File: src/rtl/fetch_stage.sv
// Instruction-fetch stage: owns the PC, handshakes with a variable-latency
// instruction memory and loads the IF/ID register feeding decode.
// A one-entry skid buffer absorbs decode stalls, a taken-branch flush
// redirects the PC (abandoning an outstanding fetch via the DROP state), and
// a fetched HLT instruction parks the stage in HALT until the next redirect.
//
// state | meaning
// ------+--------------------------------------------------------------
// FETCH | normal fetching; request whenever the skid buffer is empty
// DROP  | holding an abandoned request until memory answers; data discarded
// HALT  | HLT fetched; no requests, PC frozen until a flush redirects
module fetch_stage #(
    parameter logic [15:0] RESET_PC = 16'h0000,
    parameter logic [3:0]  HLT_OP   = 4'hF
) (
    input  logic        clk,
    input  logic        rst_n,
    input  logic        stall,
    input  logic        flush,
    input  logic [15:0] br_tgt,
    output logic        imem_req,
    output logic [15:0] imem_addr,
    input  logic        imem_rdy,
    input  logic [15:0] imem_data,
    output logic [15:0] if_id_instr,
    output logic [3:0]  if_id_opcode,
    output logic [15:0] if_id_pc_plus2,
    output logic        if_id_vld,
    output logic        halted
);

    typedef enum logic [1:0] {
        ST_FETCH = 2'd0,
        ST_DROP  = 2'd1,
        ST_HALT  = 2'd2
    } state_t;

    state_t      r_state;
    state_t      w_state_nxt;

    logic [15:0] r_pc;
    logic [15:0] r_drop_addr;

    logic [15:0] r_buf_instr;
    logic [15:0] r_buf_pc2;
    logic        r_buf_vld;

    logic [15:0] r_if_id_instr;
    logic [15:0] r_if_id_pc2;
    logic        r_if_id_vld;

    logic        w_in_fetch;
    logic        w_in_drop;
    logic        w_capture;
    logic        w_cap_hlt;
    logic        w_abandon;
    logic [15:0] w_pc_plus2;
    logic [15:0] w_tgt;

    assign w_in_fetch = (r_state == ST_FETCH);
    assign w_in_drop  = (r_state == ST_DROP);

    // A full skid buffer blocks new requests so at most one un-consumed
    // instruction is ever held outside IF/ID.
    assign imem_req   = rst_n & ((w_in_fetch & ~r_buf_vld) | w_in_drop);
    assign imem_addr  = w_in_drop ? r_drop_addr : r_pc;

    // Data returned in a flush cycle belongs to the wrong path and is dropped.
    assign w_capture  = w_in_fetch & imem_req & imem_rdy & ~flush;
    assign w_cap_hlt  = w_capture & (imem_data[15:12] == HLT_OP);

    // A request still waiting on memory cannot be withdrawn; remember its
    // address so it can be held until the response arrives.
    assign w_abandon  = flush & w_in_fetch & imem_req & ~imem_rdy;

    assign w_pc_plus2 = r_pc + 16'd2;
    assign w_tgt      = br_tgt & 16'hFFFE;

    // State register
    always_ff @(posedge clk or negedge rst_n) begin
        if (!rst_n) begin
            r_state <= ST_FETCH;
        end else begin
            r_state <= w_state_nxt;
        end
    end

    // Next-state: flush wins over HLT capture; DROP leaves only on the
    // abandoned response, regardless of further flushes.
    always_comb begin
        w_state_nxt = r_state;
        case (r_state)
            ST_FETCH: begin
                if (flush) begin
                    w_state_nxt = w_abandon ? ST_DROP : ST_FETCH;
                end else if (w_cap_hlt) begin
                    w_state_nxt = ST_HALT;
                end
            end
            ST_DROP: begin
                if (imem_rdy) begin
                    w_state_nxt = ST_FETCH;
                end
            end
            ST_HALT: begin
                if (flush) begin
                    w_state_nxt = ST_FETCH;
                end
            end
            default: begin
                w_state_nxt = ST_FETCH;
            end
        endcase
    end

    // PC and abandoned-request address
    always_ff @(posedge clk or negedge rst_n) begin
        if (!rst_n) begin
            r_pc        <= RESET_PC;
            r_drop_addr <= 16'h0000;
        end else begin
            if (flush) begin
                r_pc <= w_tgt;
            end else if (w_capture) begin
                r_pc <= w_pc_plus2;
            end
            if (w_abandon) begin
                r_drop_addr <= r_pc;
            end
        end
    end

    // Skid buffer: filled by a capture during stall, drained on release
    always_ff @(posedge clk or negedge rst_n) begin
        if (!rst_n) begin
            r_buf_instr <= 16'h0000;
            r_buf_pc2   <= 16'h0000;
            r_buf_vld   <= 1'b0;
        end else if (flush) begin
            r_buf_vld <= 1'b0;
        end else if (stall) begin
            if (w_capture) begin
                r_buf_instr <= imem_data;
                r_buf_pc2   <= w_pc_plus2;
                r_buf_vld   <= 1'b1;
            end
        end else begin
            r_buf_vld <= 1'b0;
        end
    end

    // IF/ID register: buffer has priority over fresh data so order is kept
    always_ff @(posedge clk or negedge rst_n) begin
        if (!rst_n) begin
            r_if_id_instr <= 16'h0000;
            r_if_id_pc2   <= 16'h0000;
            r_if_id_vld   <= 1'b0;
        end else if (flush) begin
            r_if_id_vld <= 1'b0;
        end else if (!stall) begin
            if (r_buf_vld) begin
                r_if_id_instr <= r_buf_instr;
                r_if_id_pc2   <= r_buf_pc2;
                r_if_id_vld   <= 1'b1;
            end else if (w_capture) begin
                r_if_id_instr <= imem_data;
                r_if_id_pc2   <= w_pc_plus2;
                r_if_id_vld   <= 1'b1;
            end else begin
                r_if_id_vld <= 1'b0;
            end
        end
    end

    assign if_id_instr    = r_if_id_instr;
    assign if_id_opcode   = r_if_id_instr[15:12];
    assign if_id_pc_plus2 = r_if_id_pc2;
    assign if_id_vld      = r_if_id_vld;
    assign halted         = (r_state == ST_HALT);

endmodule

File: config.mk
export PLATFORM = sky130hd
export DESIGN_NAME = fetch_stage
export DESIGN_NICKNAME = d
export VERILOG_FILES = /design/src/rtl/fetch_stage.sv
export SDC_FILE = /design/constraint.sdc
export NUM_CORES = 1
export LEC_CHECK = 0
export ABC_AREA = 0
export BUFFER_PORTS_ARGS = -buffer_cell sky130_fd_sc_hd__buf_2
export CELL_PAD_IN_SITES_DETAIL_PLACEMENT = 0
export CELL_PAD_IN_SITES_GLOBAL_PLACEMENT = 2
export CORE_MARGIN = 4
export CORE_UTILIZATION = 38
export CTS_CLUSTER_DIAMETER = 50
export DETAILED_ROUTE_END_ITERATION = 10
export PLACE_DENSITY_LB_ADDON = 0.1
export SETUP_SLACK_MARGIN = 0.1
export SKIP_CTS_REPAIR_TIMING = 1
export SYNTH_ARGS = -nofsm -noshare
export SYNTH_HDL_FRONTEND = slang
export SYNTH_SLANG_ARGS = --single-unit
File: constraint.sdc
create_clock -name clk -period 4.8 [get_ports clk]
set_input_delay 0.48 -clock clk [delete_from_list [all_inputs] [get_ports clk]]
set_output_delay 0.48 -clock clk [all_outputs]
set_load 0.005 [all_outputs]
==> results of run 1 <==
[per-layer routing]
layer,track usage [%],wire length (um)
met5,0,0
met4,5.96,161
met3,3.55,510
met2,25.4,4830
met1,23.9,5210
[worst min path at each step]
| stage | startpoint | to |
|---|---|---|
| 3_3_place_gp | r_buf_pc2[12]$_DFFE_PN0P_ | r_buf_pc2[12]$_DFFE_PN0P_ |
| 3_5_place_dp | rst_n | r_buf_instr[9]$_DFFE_PN0P_ |
| 5_1_grt | rst_n | r_buf_pc2[2]$_DFFE_PN0P_ |
| 4_1_cts | rst_n | r_buf_vld$_DFFE_PN0P_ |
| 6_report | rst_n | r_buf_instr[9]$_DFFE_PN0P_ |
| 2_1_floorplan | rst_n | if_id_instr[0]$_DFFE_PN0P_ |
[critical path: stages]
cell and delay [ns]:
buf_4 0.36, nand4bb_1 0.39, or4_2 1.16, mux2_4 0.46
[power breakdown]
group	switching [mW]	total [mW]	internal, mW	leakage, nW
Sequential	0.116	1.12	1.00	1.20
Clock	0.310	0.778	0.468	0.158
Combinational	0.206	0.452	0.246	1.09
[layout by cell type, fill, tap and decap left out, types with 2 or more instances in the layout]
| cell type | synthesis | layout |
|---|---|---|
| dfrtp_1 | 96 | 96 |
| buf_2 | 9 | 87 |
| o21ai_0 | 53 | 53 |
| nand2_1 | 49 | 49 |
| mux2_2 | 35 | 35 |
| mux2i_1 | 17 | 17 |
| mux2_4 | 12 | 12 |
| nor3_1 | 11 | 11 |
| a22oi_1 | 10 | 10 |
| nor2_1 | 9 | 9 |
| nand3_1 | 9 | 9 |
| clkbuf_16 | 0 | 9 |
| inv_1 | 8 | 8 |
| a21oi_1 | 8 | 8 |
| xnor2_1 | 6 | 6 |
| nand4_1 | 5 | 5 |
| a221o_1 | 5 | 5 |
| buf_4 | 7 | 5 |
| nor4_1 | 4 | 4 |
| o211ai_1 | 4 | 4 |
| xor2_1 | 4 | 4 |
| and4_1 | 3 | 3 |
| nor4b_1 | 3 | 3 |
| a21o_1 | 3 | 3 |
| clkinv_2 | 0 | 3 |
| nor2b_1 | 2 | 2 |
| conb_1 | 1 | 2 |
| bufinv_16 | 0 | 2 |
[cell usage after synthesis, drive strengths merged]
master   number  area share, %
a211o         1           0.19
a211oi        2           0.44
a21boi        2           0.33
a21o          3           0.50
a21oi         8           0.89
a221o         5            1.1
a22oi        10            1.7
a31oi         1           0.14
a41oi         1           0.19
and4          3           0.58
buf          19            2.7
clkbuf       18            1.5
conb          1          0.083
dfrtp        96             53
ha            1           0.28
inv           8           0.67
mux2         47             13
mux2i        17            3.8
nand2        49            4.1
nand2b        1           0.14
nand3         9            1.0
nand4         5           0.69
nand4bb       1           0.25
nor2          9           0.75
nor2b         2           0.28
nor3         11            1.2
nor4          4           0.56
nor4b         3           0.58
o211ai        4           0.67
o21a          1           0.17
o21ai        53            5.9
o31a          1           0.19
o31ai         1           0.17
or3           1           0.14
or4           1           0.17
xnor2         6            1.2
xor2          4           0.78
[sequential cells by signal, summed over array words and instances (netlist names)]
| signal | cells |
|---|---|
| if_id_instr | 16 |
| if_id_pc_plus2 | 15 |
| r_state | 2 |
| r_pc | 15 |
| r_buf_pc2 | 15 |
| if_id_vld | 1 |
| r_buf_instr | 16 |
| r_buf_vld | 1 |
| r_drop_addr | 15 |
[final cells by class]
class                   count  share of cell area [%]
clock buffers              10                    4.51
well taps                 143                    3.37
clock inverters             6                    1.56
flip-flops and latches     96                    45.3
multi-input cells         269                    35.8
repair buffers             92                    8.92
inverters                   8                   0.566
[cells by family (layout without fill, tap and decap cells)]
family,count (synthesis),count (layout),synth area share (%)
and+or+nand+nor,99,99,10.4
adders and majority gates,1,1,0.278
DFF,96,96,53.3
other,1,2,0.0832
muxes,64,64,16.5
buffers and inverters,45,116,4.91
xor gates and xnor gates,10,10,1.94
AOI/OAI and AO/OA,93,93,12.5
[stage by stage]
stage	area, um2	power [mW]	hold WS (ns)
after global placement	4980	1.58	0.455
final	5300	2.35	0.0791
after CTS	5300	2.38	0.0890
after detailed placement	4980	1.60	0.459
after global routing	5300	2.50	0.103
after floorplan	4510	1.40	0.184
==> results.toml, run 1 <==
[sta]
worstMarginPinSlew_ns = 1.01
setup_slack_ns = 2.15
finalSetupViolations = 0
post-route-period-util_pct = 55.3
relSlewSlack_pct = 32.4
max_freq_ghz = 0.377
hold_viol = 0
fin_crit_ns = 2.65
rsz0062_at_grt = "false"
drv_slew = 0
clock_skew_ns = 0.00501
setup-tns-final_ns = 0

[finish]
antennaDiodeCount = 0
multi_input_area_mm2 = 0.00190
finalNonFillerCells = 624
drive_above_1_share_pct = 32.8
area_growth_pct = 17.6
num-fill-cells = 1113
utilization_pct = 46.0
fin_nets = 514
seq_area_mm2 = 0.00240

[critical_path]
r2r_slack_ns = 2.24
cp_max_fo = 45
cp-end-kind = "register"
cp.arrival_ns = 2.88
startpoint_type = "primary input"
startpoint = "rst_n"
rr_worst_depth = 3
crit_path_end = "r_buf_instr[4]$_DFFE_PN0P_"
worstSetupPathType = "primary input to register"
timing.rr.end = "r_buf_instr[4]$_DFFE_PN0P_"
r2r_start = "r_state[1]$_DFFE_PN0P_"
crit_required_ns = 5.03

[global_route]
grt_pass1_vias = 3246
grt_pass1_wl_mm = 17.5
grt_overflow = 0
antenna_found_initial = 0
track_usage_pct = 16.8
grt_max_degree = 68

[clock_tree]
numCtsBuffers = 9
clkSinkCount = 96
clk_latency_ns = 0.34
root_buffer = "clkbuf_16"
path_clk_slew_ns = 0.06
cts_max_level = 3
clockBufferDepth = 2
cts_tree = "built"

[drt]
wl_mm = 10.7
firstDrtPassIters = 4
wire_per_inst_um = 17.2
first_iter_violations = 159
antenna_left = 0
num_vias = 3269
drc = 0
viasPerCell = 5.24

[synthesis]
syn_area_mm2 = 0.00451
synth_cell_types = 43
syn_area_per_cell_um2 = 11.0
synth_seq_cells = 96
synth_cells = 409
yosys_warnings = 0
synth-seq-area-share_pct = 53.3

[die]
die_y_um = 117
ios = 92
die_w_um = 117
die-area_mm2 = 0.0137
start_util_pct = 39.1
fp.coreArea_mm2 = 0.0115
rows = 39

[place]
routabilityCongestion = 0.723
io_buffers = 88
dpl.hpwl_mm = 7.17
placedCellCount = 608
pre_cts_slack_ns = 1.73

[power_and_ir_drop]
p_leak_nw = 2.45
vdd_drop_max_mv = 0.180
power.density_mw_per_mm2 = 442

[worst_hold_path]
hold_path.class = "primary input to asynchronous set/reset pin"

[outcome]
status = "finished, final reports clean"

[flow_run]
cap_violations = 0
Note: power is estimated with default switching activity, not from simulation.
==> inputs of run 2 (changes only) <==
ABC_AREA = 1   (was 0)
CORE_UTILIZATION = 32   (was 38)
clock period = 2.7 ns   (was 4.8 ns; I/O delays follow)
==> run 2 against run 1 <==
Clock skew is 0.00061 ns higher. Sequential power is 75% higher. Sequential cell count stayed put. Area after synthesis is 5.5% higher. Design area is 4.7% higher. Core utilization is 7.8 points lower. Highest routed layer unchanged.
==> results.toml, run 2 <==
[drt]
wl_mm = 12.4
num_vias = 3987
viasPerCell = 4.58
first_iter_violations = 170
drc = 0
antenna_left = 0
wire_per_inst_um = 14.3
firstDrtPassIters = 4

[clock_tree]
cts_tree = "built"
clk_latency_ns = 0.35
path_clk_slew_ns = 0.06
cts_max_level = 3
root_buffer = "clkbuf_16"
clockBufferDepth = 2
clkSinkCount = 96
numCtsBuffers = 9

[sta]
relSlewSlack_pct = 37.9
clock_skew_ns = 0.00562
fin_crit_ns = 2.21
rsz0062_at_grt = "false"
setup-tns-final_ns = 0
finalSetupViolations = 0
post-route-period-util_pct = 81.8
drv_slew = 0
max_freq_ghz = 0.453
worstMarginPinSlew_ns = 0.929
hold_viol = 0

[power_and_ir_drop]
power.density_mw_per_mm2 = 732
p_leak_nw = 2.97
vdd_drop_max_mv = 0.316

[die]
rows = 44
ios = 92
die-area_mm2 = 0.0169
fp.coreArea_mm2 = 0.0145
start_util_pct = 32.7
die_w_um = 130
die_y_um = 130

[global_route]
track_usage_pct = 15.5
grt_max_degree = 61
grt_pass1_vias = 3779
antenna_found_initial = 0
grt_overflow = 0
grt_pass1_wl_mm = 20.4

[synthesis]
yosys_warnings = 0
synth-seq-area-share_pct = 50.5
syn_area_mm2 = 0.00476
synth_seq_cells = 96
ys_top_cells_by_area = "dfrtp_1 51%, nand2_1 21%, o21ai_2 3.9%, nor2_1 3.6%, inv_1 2.8%"
synth_top_area_cell = "dfrtp_1"
synth_top_area_share_pct = 50.5
synthArstFlopShare_pct = 100
syn_area_per_cell_um2 = 7.80
synth_most_common_cell = "nand2_1"
synthTopCellsByCount = "264 x nand2_1, 96 x dfrtp_1, 45 x nor2_1, 36 x inv_1, 26 x o21ai_0"
synth_cells = 610
synth_ff_type = "dfrtp_1"
synth-edff-count = 0
synth_cell_types = 29

[finish]
antennaDiodeCount = 0
area_growth_pct = 16.7
final_area_mm2 = 0.00555
fin_nets = 722
finalNonFillerCells = 871
drive_above_1_share_pct = 20.5
layout_commonest_cell = "nand2_1"
mostFrequentLayoutCells = "264 x nand2_1, 96 x dfrtp_1, 87 x buf_2"

[outcome]
status = "finished, final reports clean"

[critical_path]
r2r_start = "r_buf_vld$_DFFE_PN0P_"
timing.rr.end = "r_buf_instr[10]$_DFFE_PN0P_"
cpLargestDelayFamily = "simple AND/OR/NAND/NOR gates"
slowest_stage = "nand2_1"
r2r_slack_ns = 1.01
cp.arrival_ns = 1.94
path_cells = "inv_1, nand2_1, a21oi_1, buf_2"
rr_worst_depth = 7
critical-path-max-stage-delay_ns = 0.52
startpoint_type = "register"
worstSetupPathType = "register to output pin"
cp-end-kind = "output pin"
cp_max_fo = 31
crit_buf_inv = 2
crit_required_ns = 2.43

[place]
routabilityCongestion = 0.810
placed_area_mm2 = 0.00528
io_buffers = 88
dpl.hpwl_mm = 8.65
placedCellCount = 857

[flow_run]
cap_violations = 0

[worst_hold_path]
hold_path.class = "primary input to asynchronous set/reset pin"
## run 2: cell types whose count changed in the layout (fill, tap and decap cells not counted), moves of 16 or more
| cell | change |
|---|---|
| nand2_1 | +215 |
| nor2_1 | +36 |
| mux2_2 | -35 |
| inv_1 | +28 |
| o21ai_0 | -27 |
| o21ai_2 | +21 |
| mux2i_1 | -17 |
| nand3_1 | +16 |
| o21ai_1 | +16 |
## run 2: worst max-delay path by stage
stage / from / depth (start not counted) / endpoint
6_report: r_state[1]$_DFFE_PN0P_ / 4 / imem_addr[3]
3_5_place_dp: r_state[1]$_DFFE_PN0P_ / 4 / imem_addr[3]
5_1_grt: r_state[1]$_DFFE_PN0P_ / 5 / imem_addr[3]
3_3_place_gp: r_state[1]$_DFFE_PN0P_ / 4 / imem_addr[3]
4_1_cts: r_state[1]$_DFFE_PN0P_ / 4 / imem_addr[3]
2_1_floorplan: r_pc[1]$_DFFE_PN0P_ / 8 / if_id_pc_plus2[11]$_DFFE_PN0P_
## run 2: through the flow
step	utilization [%]	total power [mW]	hold WS (ns)	setup slack, ns
after floorplan	-	2.51	-0.0256	1.37
after global placement	36.3	2.86	0.395	0.855
after detailed placement	36.3	2.88	0.391	0.831
after CTS	38.2	4.13	0.0170	0.444
after global routing	38.2	4.36	0.0413	0.254
final	38.2	4.06	0.00396	0.491
## run 2: routing by layer
metal  track usage, %  part of all wire (%)  vias up
met1             22.3                    50     1824
met4             5.68                   1.6        0
met3             2.62                   4.4       15
li1                 -                     -     2070
met5                0                     0        -
met2             23.7                    44       78
## run 2: logic make-up after synthesis
group	share of synthesized area (%)
AOI/OAI and AO/OA	11.4
xor gates and xnor gates	0.368
adders and majority gates	0.263
buffers and inverters	8.08
DFF	50.5
other	0.0789
and+or+nand+nor	29.3
## run 2: area by class of cell
| type | instances | area [um2] |
|---|---|---|
| fillers | 1548 | 8980 |
| flip-flops and latches | 96 | 2400 |
| multi-input cells | 440 | 1970 |
| repair buffers | 96 | 515 |
| clock buffers | 14 | 274 |
| well taps | 184 | 230 |
| inverters | 41 | 156 |
## run 2: power by group
group          internal (mW)  total (mW)  switching [mW]
Combinational          0.376       0.878           0.502
Sequential              1.77        1.96           0.192
Clock                  0.692        1.23           0.537
Total                   2.83        4.06            1.23
